## src/rtl/imem_loader.sv

```systemverilog
// Byte-stream program loader: packs incoming bytes into 32-bit words and emits one-cycle imem writes.
// Optional macro IMEM_LOADER_BIG_ENDIAN_EN selects big-endian byte packing (default little-endian).
module imem_loader #(
  parameter int PC_SIZE       = 32,
  parameter int INSTR_SIZE    = 32,
  parameter int MAX_IMEM_ROWS = 4096,
  localparam int CW           = $clog2(MAX_IMEM_ROWS) + 1
) (
  input  logic                  clk,
  input  logic                  rst,
  input  logic                  start_i,
  input  logic                  byte_valid_i,
  input  logic [7:0]            byte_i,
  input  logic                  last_i,
  output logic                  byte_ready_o,
  output logic                  wr_en_o,
  output logic [PC_SIZE-1:0]    wr_addr_o,
  output logic [INSTR_SIZE-1:0] wr_data_o,
  output logic [CW-1:0]         num_instr_o,
  output logic                  done_o,
  output logic                  error_o,
  output logic [1:0]            dbg_state
);

  // Handshake: a byte transfers on any rising edge where byte_valid_i && byte_ready_o;
  // byte_ready_o is high for the whole LOAD state and low everywhere else.

  typedef enum logic [1:0] {IDLE, LOAD, DONE, ERROR} state_t;

  state_t      state;
  logic [1:0]  byte_cnt;
  logic [23:0] partial;
  logic [31:0] word;
  logic        accept;
  logic        last_word;

  assign dbg_state = state;
  assign accept    = byte_valid_i && byte_ready_o;
  assign last_word = (num_instr_o == CW'(MAX_IMEM_ROWS - 1));

  // The current byte is always the fourth byte of the word when a write is issued.
  always_comb begin
    word = '0;
`ifdef IMEM_LOADER_BIG_ENDIAN_EN
    word = {partial[7:0], partial[15:8], partial[23:16], byte_i};
`else
    word = {byte_i, partial[23:16], partial[15:8], partial[7:0]};
`endif
  end

  always_ff @(posedge clk) begin
    if (rst) begin
      state        <= IDLE;
      byte_ready_o <= 1'b0;
      wr_en_o      <= 1'b0;
      wr_addr_o    <= '0;
      wr_data_o    <= '0;
      num_instr_o  <= '0;
      done_o       <= 1'b0;
      error_o      <= 1'b0;
      byte_cnt     <= 2'd0;
      partial      <= '0;
    end else begin
      wr_en_o <= 1'b0;
      case (state)
        IDLE, DONE, ERROR: begin
          if (start_i) begin
            state        <= LOAD;
            byte_ready_o <= 1'b1;
            byte_cnt     <= 2'd0;
            num_instr_o  <= '0;
            done_o       <= 1'b0;
            error_o      <= 1'b0;
          end
        end
        LOAD: begin
          if (accept) begin
            if (last_i && byte_cnt != 2'd3) begin
              // Program ended mid-word: the partial word is discarded.
              state        <= ERROR;
              error_o      <= 1'b1;
              byte_ready_o <= 1'b0;
              byte_cnt     <= 2'd0;
            end else if (byte_cnt == 2'd3) begin
              byte_cnt    <= 2'd0;
              wr_en_o     <= 1'b1;
              wr_data_o   <= INSTR_SIZE'(word);
              wr_addr_o   <= PC_SIZE'({num_instr_o, 2'b00});
              num_instr_o <= num_instr_o + 1'b1;
              if (last_i) begin
                state        <= DONE;
                done_o       <= 1'b1;
                byte_ready_o <= 1'b0;
              end else if (last_word) begin
                state        <= ERROR;
                error_o      <= 1'b1;
                byte_ready_o <= 1'b0;
              end
            end else begin
              partial[{byte_cnt, 3'b000} +: 8] <= byte_i;
              byte_cnt <= byte_cnt + 2'd1;
            end
          end
        end
        default: begin
          state        <= IDLE;
          byte_ready_o <= 1'b0;
        end
      endcase
    end
  end

endmodule

```

## config.mk

```make
export PLATFORM = sky130hd
export DESIGN_NAME = imem_loader
export DESIGN_NICKNAME = d
export VERILOG_FILES = /design/src/rtl/imem_loader.sv
export SDC_FILE = /design/constraint.sdc
export NUM_CORES = 1
export LEC_CHECK = 0
export CAP_MARGIN = 20
export CORE_MARGIN = 2
export CORE_UTILIZATION = 48
export DETAILED_ROUTE_END_ITERATION = 10
export GPL_ROUTABILITY_DRIVEN = 0
export PLACE_DENSITY = 0.79
export SYNTH_ARGS = -nofsm -noshare
export SYNTH_HDL_FRONTEND = slang
export SYNTH_SLANG_ARGS = --single-unit
```

## constraint.sdc

```tcl
create_clock -name clk -period 1.9 [get_ports clk]
set_input_delay 0.57 -clock clk [delete_from_list [all_inputs] [get_ports clk]]
set_output_delay 0.57 -clock clk [all_outputs]
set_load 0.005 [all_outputs]
```

; ---- Word level (Yosys, flattened, before mapping)
; Index checks and enable logic that the tools add are counted.
[op_classes]
addsub = 3
reduce_logical = 12
n_bitwise = 4
mux = 38
shift = 2
n_eq_ne = 15
[ops]
columns = op, count
row1 = $mux 13, 4
row2 = $pmux 13 s2, 1
row3 = $bwmux 24, 1
row4 = $shift 8x7->24 const A, 1
row5 = $shiftx 8x7->24, 1
row6 = $mux 2, 10
row7 = $mux 1, 17
row8 = $reduce_and 4->1, 4
row9 = $add 13x1->13 const B, 1
row10 = $eq 13x12->1 const B, 1
row11 = $ne 2x2->1 const B, 6
row12 = $reduce_and 5->1, 2
row13 = $ne 3x3->1 const B, 3
row14 = $pmux 2 s2, 2
row15 = $neg 5->7, 1
row16 = $eq 2x2->1 const B, 3
row17 = $pmux 1 s2, 3
row18 = $ne 4x4->1 const B, 1
row19 = $not 1->1, 4
row20 = $reduce_or 4->1, 1
row21 = $reduce_or 3->1, 1
row22 = $add 2x1->2 const B, 1
row23 = $eq 2x1->1 const B, 1
row24 = $logic_and 1x1->1, 2
row25 = 2 further kinds, 2
[word_totals]
word_cells = 84
regBits = 90

; ---- Logic depth before layout (Yosys ltp)
; Gate-level depths: netlist of the first run.
[depth]
word_depth = 7
mapped_depth = 7
depth_no_buf = 5

; ---- Worst setup path after synthesis of the first run
; No wires, ideal clock.
[synth_timing]
kind = flip-flop to flip-flop
startpoint = reg byte_cnt[0]
endpoint = reg partial[0]
n_path_buf = 0
setup_ps = 70
path_slack_ps = 215
arrival_ps = 1615
required_ps = 1830
stages_incl_launch_ff = 6
synth_period_minus_slack_ps = 1685
cell_sequence = dfxtp_1 -> inv_1 -> ha_1 -> nor3b_1 -> nand3_1 -> a21oi_1
[synth_via]
elab_chain_cells = 4
word_cells_on_any_way = 10
[synth_lines]
columns = element, line_no
row1 = start: declaration, 31  ; logic [1:0] byte_cnt;
row2 = start signal: assignment, 101  ; byte_cnt <= byte_cnt + 2'd1;
row3 = "parallel branches: the longest is 4 deep, another holds $neg 5->7", --
row4 = end signal: indexed assignment, 100  ; partial[{byte_cnt, 3'b000} +: 8] <= byte_i;
row5 = end: declaration, 32  ; logic [23:0] partial;
; Parallel ways; which one is timed is not known.
; A chain may end at the register's enable or synchronous reset.

; ---- Worst setup path in the final report of the first run
[layout_timing]
startpoint = reg num_instr_o[2]
endpoint = out num_instr_o[2]
[layout_lines]
columns = element, line_no
row1 = start: declaration, 19  ; output logic [CW-1:0] num_instr_o,
row2 = start signal: assignment, 89  ; num_instr_o <= num_instr_o + 1'b1;
; No word-level cell between the ends.

==> results.md, run 1 <==
- All-layer global routing usage: 22.4%
- Critical path's largest stage delay: 530 ps
- Crit path time final: 1880 ps
- Fin crit share: 98.9%
- CP delay by family, top: buffers and inverters
- Die span in y: 91.1 um
- Final Setup Violations: 0
- Buffers & Inverters on Critical Path: 1
- R2R Path End: partial[19]
- Worst r2r src: byte_cnt[0]
- Ys Warns: 0
- Status: finished, final reports clean
- First-pass GRT wire length: 15200 um
- CP Class: flop to primary output
- Worst-Skew Late Latency: 350 ps
- Post-synth EDFFs: 0
- Distinct cells, synth: 36
- H-Tree Depth: 3
- Leading post-synthesis cells by cell area: dfxtp_1, nand2_1, a21oi_1
- Max Clock Freq: 532 MHz
- Largest net degree at the start of global routing: 57
- PD cells: 686 nW/um2
- Worst Path Arrival: 1310 ps
- Clock buffer count from CTS: 9
- Number of core rows: 31
- Area of the multi-input gates: 1650 um2
- Core area: 7290 um2
- Post-Syn Area per Cell: 8.10 um2
- DRT Pass-1 Iters: 4
- Die W: 91.1 um
- Final Slew Violations: 0
- GRT busiest layer: met2
- Met2 usage: 36.9%
- M1 GR Usage: 29.4%
- Crit. Startpoint: num_instr_o[2]
- Commonest cells post-synth: nand2_1, dfxtp_1, a21oi_1
- Design Power: 0.00331 W
- Gr ovfl total: 0
- Maxcap violations: 0
- Final core occ: 66.1%
- Final hold vios: 0
- RSZ-0062 raised after global routing: false
- Placed inst area: 4560 um2
- CP startpoint kind: flop
- Cells after synthesis: 450
- R2R Setup Slk: 170 ps
- Share of layout cells above drive strength 1: 11.9%
- # nets final: 554
- Die area: 8310 um2
- Clock buffer depth: 2
- Critical Path RT: 1330 ps
- Top FF cell, synth: dfxtp_1
- Total number of vias: 3402
- GR Util met3: 3.57%
- CP Capture Type: primary output
- Clock Skew: 8.12 ps
- Vias in the first global route: 3252
- Clock Sink Count: 90
- Synth top area share: 49.4%
- Yosys reg bits: 90
- Crit. path cell count: 1
- Top-count cell post-synth: nand2_1
- Worst setup path end: num_instr_o[2]
- Type of the most critical hold path: flop to flop
- Clk slew on worst S/H paths: 90 ps
- Static leakage: 1.69 nW
- Detailed Route WL: 9180 um
- IO buf count: 76
- ANT nets after route: 0
- Worst path slowest cell: clkdlybuf4s50_1
- Register area share after synthesis: 49.4%
- Initial antenna violation count: 0
- Syn-to-layout area delta: 32.2%
- TritonCTS clock tree: built
- CP cell instances: clkdlybuf4s50_1
- Diode count: 0
- Root buffer cell: clkbuf_8
- Post-Syn Area: 3640 um2
- Hold Crit Start: wr_data_o[11]
- Ports: 96
- Finished layout cell area: 4820 um2
- DRT iter0 DRCs: 179
- HPWL Detailed: 6210 um
- Synth area leader: dfxtp_1
- Starting density of the core: 50.0%
- Dpl cells: 622
- Drt drc: 0
- Ys async rst share: 0%
- Hold WS: 456 ps
- DR WL/cell: 14.4 um
- Fill cell count: 644
- Crit-path max FO: 7
- R2R depth: 5
- Via density: 5.33
- Peak supply drop: 0.000327 V
- Storage cell area: 1820 um2
- Final cell count without fillers: 638
## per-stage QoR
stage	setup TNS, ps	setup slack (ps)
global route	0	3.79
CTS	0	9.46
detailed placement	-19520	-342
finish	0	21.8
global placement	-14700	-279
floorplan	0	215
## sequential cells by signal (all words and copies together) (netlist names), 2 cells and up
signal / cells
byte_cnt: 2
wr_addr_o: 13
dbg_state: 2
num_instr_o: 13
wr_data_o: 32
partial: 24
## how the worst min path moves through the flow
| stage | slack [ps] | end | depth (start not counted) |
|---|---|---|---|
| after floorplan | 430 | wr_data_o[0] | 2 |
| after global placement | 440 | wr_data_o[14] | 2 |
| after detailed placement | 450 | partial[0] | 2 |
| after CTS | 460 | partial[4] | 2 |
| after global routing | 470 | partial[4] | 2 |
| final | 460 | wr_data_o[11] | 2 |
## cell type report
cell class | instances | area share, %
Clock buffer | 10 | 2.65
Clock inverter | 5 | 1.17
Inverter | 5 | 0.390
Multi-Input combinational cell | 327 | 34.3
Sequential cell | 90 | 37.8
Tap cell | 99 | 2.57
Timing Repair Buffer | 102 | 21.2
## where the power goes
group	internal, W	switching (W)	leakage, nW
registers	0.00189	0.00000581	0.733
logic	0.0000661	0.0000938	0.864
clock network	0.000599	0.000651	0.0921
total	0.00256	0.000751	1.69
## worst register-to-register path: stages (launching register included)
cell and delay [ps]:
dfxtp_1 360, ha_1 320, nor2_1 300, and3_1 370
nand3_1 150, a21oi_1 160
## what timing repair did
item,4_1_cts,5_1_grt
hold buffers,0,0
buffers inserted,0,0
resized for setup,12,10
cloned,0,1
pin swaps,0,4
setup endpoints to repair,12,29
## layout by cell type (no fill, tap or decap), types with 2 or more instances in the layout
master / synthesis / layout
buf_12: 0 / 4
a21oi_1: 81 / 79
and3_1: 7 / 7
conb_1: 1 / 19
nor3b_1: 3 / 3
dfxtp_1: 90 / 75
clkinv_2: 0 / 2
nor2_1: 7 / 7
or3_1: 4 / 3
o21a_1: 3 / 3
and4_1: 2 / 2
nor3_1: 2 / 2
a31oi_1: 3 / 3
clkdlybuf4s50_1: 0 / 74
nand2_1: 120 / 120
nand2b_1: 2 / 2
nand4b_1: 2 / 2
ha_1: 6 / 6
clkbuf_8: 0 / 9
a21oi_2: 0 / 2
inv_1: 5 / 5
dfxtp_2: 0 / 15
nand4_1: 3 / 3
buf_4: 20 / 21
nor2b_1: 2 / 2
o21ai_0: 6 / 6
or4_1: 5 / 4
nand3_1: 35 / 35
o31ai_1: 4 / 4
## cell families after synthesis
family                     after synthesis  synth area share [%]
DFF                                     90                  49.4
adders and majority gates                6                  2.06
and+or+nand+nor                        198                  24.8
other                                    1                 0.103
AOI/OAI and AO/OA                      102                  15.3
buffers and inverters                   51                  7.83
xor gates and xnor gates                 2                 0.481
## metal layers
metal	vias up	share of wire, %	wire, um
met4	0	1.5	136
li1	1670	-	-
met3	11	5.7	527
met1	1604	44	4030
met5	-	0	0
met2	117	49	4490
(Power assumes the default switching activity.)
==> run 2, diff against run 1 <==
--- a/config.mk
+++ b/config.mk
@@ -11,6 +11,7 @@
 export DETAILED_ROUTE_END_ITERATION = 10
 export GPL_ROUTABILITY_DRIVEN = 0
 export PLACE_DENSITY = 0.79
+export SLEW_MARGIN = 20
 export SYNTH_ARGS = -nofsm -noshare
 export SYNTH_HDL_FRONTEND = slang
 export SYNTH_SLANG_ARGS = --single-unit
==> results of run 2 <==
Same layout as run 1: the final DEF is identical, and so are final timing and power.
==> run 3, diff against run 2 <==
--- a/config.mk
+++ b/config.mk
@@ -6,7 +6,6 @@
 export NUM_CORES = 1
 export LEC_CHECK = 0
 export CAP_MARGIN = 20
-export CORE_MARGIN = 2
 export CORE_UTILIZATION = 48
 export DETAILED_ROUTE_END_ITERATION = 10
 export GPL_ROUTABILITY_DRIVEN = 0
==> results.md, run 3 (synthesis results as in run 1) <==
- Syn-to-layout area delta: 32.6% (was 32.2%)
- Clock buffer count from CTS: 9 (unchanged)
- Final Setup Violations: 0 (unchanged)
- Clock Skew: 9.39 ps (was 8.12 ps)
- PD cells: 679 nW/um2 (was 686 nW/um2)
- TritonCTS clock tree: built (unchanged)
- CP Class: flop to primary output (unchanged)
- Ports: 96 (unchanged)
- DRT iter0 DRCs: 187 (was 179)
- Worst path slowest cell: clkdlybuf4s50_1 (unchanged)
- IO buf count: 76 (unchanged)
- Crit. Startpoint: num_instr_o[3] (was num_instr_o[2])
- Static leakage: 1.68 nW (was 1.69 nW)
- Most frequent cells in the layout: nand2_1, a21oi_1, dfxtp_1, clkdlybuf4s50_1, nand3_1 (unchanged)
- Die W: 89.1 um (was 91.1 um)
- Status: finished, final reports clean (unchanged)
- CP Capture Type: primary output (unchanged)
- All-layer global routing usage: 23.6% (was 22.4%)
- Crit-path max FO: 9 (was 7)
- Final hold vios: 0 (unchanged)
- Buffers & Inverters on Critical Path: 1 (unchanged)
- Fin crit share: 98.0% (was 98.9%)
- First-pass GRT wire length: 14300 um (was 15200 um)
- Root buffer cell: clkbuf_8 (unchanged)
- Clock buffer depth: 2 (unchanged)
- Largest net degree at the start of global routing: 45 (was 57)
- CP startpoint kind: flop (unchanged)
- Critical Path RT: 1330 ps (about the same)
- CP cell instances: clkdlybuf4s50_1 (unchanged)
- ANT nets after route: 0 (unchanged)
- Gr ovfl total: 0 (unchanged)
- Diode count: 0 (unchanged)
- Number of core rows: 31 (unchanged)
- Maxcap violations: 0 (unchanged)
- Largest register by flop count: wr_data_o (unchanged)
- Vias in the first global route: 3044 (was 3252)
- Worst Path Arrival: 1290 ps (was 1310 ps)
- # nets final: 556 (was 554)
- Drt drc: 0 (unchanged)
- HPWL Detailed: 6270 um (was 6210 um)
- Initial antenna violation count: 0 (unchanged)
- Type of the most critical hold path: flop to flop (unchanged)
- Worst-Skew Late Latency: 370 ps (was 350 ps)
- Peak supply drop: 0.000413 V (was 0.000327 V)
- Hold Crit Start: wr_data_o[6] (was wr_data_o[11])
- Commonest non-fill, non-tap cell in the layout: nand2_1 (unchanged)
- Starting density of the core: 50.0% (unchanged)
- Clk slew on worst S/H paths: 90 ps (about the same)
- Die span in y: 89.1 um (was 91.1 um)
- GR Util met3: 3.69% (was 3.57%)
- Setup Slack @ Placement: -336 ps (was -342 ps)
- H-Tree Depth: 3 (unchanged)
- Finished layout cell area: 4830 um2 (was 4820 um2)
- Crit path time final: 1860 ps (was 1880 ps)
- DR WL/cell: 14.4 um (about the same)
- Placed inst area: 4560 um2 (unchanged)
- Detailed Route WL: 9200 um (was 9180 um)
- M1 GR Usage: 31.2% (was 29.4%)
- Critical path's largest stage delay: 510 ps (was 530 ps)
- GRT busiest layer: met2 (unchanged)
- Hold WS: 457 ps (was 456 ps)
- Clock Sink Count: 90 (unchanged)
- Setup WS post-layout: 38.4 ps (was 21.8 ps)
- Core area: 7290 um2 (unchanged)
- Met2 usage: 38.4% (was 36.9%)
- Worst r2r src: byte_cnt[0] (unchanged)
- Biggest regs: wr_data_o x32, partial x24 (unchanged)
- Max Clock Freq: 537 MHz (was 532 MHz)
- Max reg flops: 32 (unchanged)
- Via density: 5.31 (was 5.33)
- CP delay by family, top: buffers and inverters (unchanged)
- Share of layout cells above drive strength 1: 12.4% (was 11.9%)
- Post-CTS Hold Fix Bufs: 0 (unchanged)
- DRT Pass-1 Iters: 4 (unchanged)
- Die area: 7950 um2 (was 8310 um2)
- Final Slew Violations: 0 (unchanged)
- Total number of vias: 3406 (was 3402)
## run 3: cell count changes in the layout (fill, tap and decap cells not counted), moves of 2 or more
cell / before / now
dfxtp_4: 0 / 3
dfxtp_2: 15 / 11
clkinvlp_4: 1 / 3
buf_4: 21 / 23
clkinv_2: 2 / 0
## run 3: cell type report
cell class	count	area, um2
Tap cell	99	124
Fill cell	635	2460
Inverter	5	18.8
Timing Repair Buffer	104	1030
Clock buffer	10	128
Sequential cell	90	1830
Clock inverter	6	51.3
Multi-Input combinational cell	327	1650
## run 3: path summary, 6_finish.rpt
kind | cells after the start | slack [ps] | end
worst max-delay path | 1 | 40 | num_instr_o[3]
worst min-delay path | 2 | 460 | wr_data_o[6]
worst max register to register | 5 | 180 | num_instr_o[10]
worst min register to register | 2 | 460 | wr_data_o[6]
## run 3: report_power, final
group / switching [W] / internal (W) / total [W]
logic: 0.0000941 / 0.0000637 / 0.000158
clock network: 0.000739 / 0.000492 / 0.00123
registers: 0.00000566 / 0.00189 / 0.00189
total: 0.000839 / 0.00244 / 0.00328
## run 3: repair_timing
| item | in CTS | in global routing |
|---|---|---|
| setup endpoints to repair | 12 | 47 |
| resized for setup | 14 | 10 |
| hold endpoints to repair | 0 | 0 |
| pin swaps | 0 | 1 |
| gates cloned | 0 | 1 |
| setup buffers | 0 | 2 |
## run 3: tightest hold or removal path, delay by kind of cell, from the launching register on
family	cells	cell delay, ps
flip-flops	1	320
AND/OR/NAND/NOR	1	50
AO/OA/AOI/OAI	1	50
## run 3: routing by layer
layer,wire length (um),part of all wire [%],vias up
met3,480,5.2,8
met5,0,0,-
li1,-,-,1671
met4,119,1.3,0
met2,4490,49,122
met1,4110,45,1605
## run 3: metrics by stage
| stage | instances | power [W] | util (%) | setup TNS (ps) |
|---|---|---|---|---|
| floorplan | 468 | 0.00203 | - | 0 |
| global placement | 622 | 0.00209 | 62.6 | -15690 |
| detailed placement | 622 | 0.00209 | 62.6 | -19450 |
| CTS | 638 | 0.00329 | 65.3 | 0 |
| global route | 641 | 0.00339 | 66.3 | -43.6 |
| finish | 641 | 0.00328 | 66.3 | 0 |
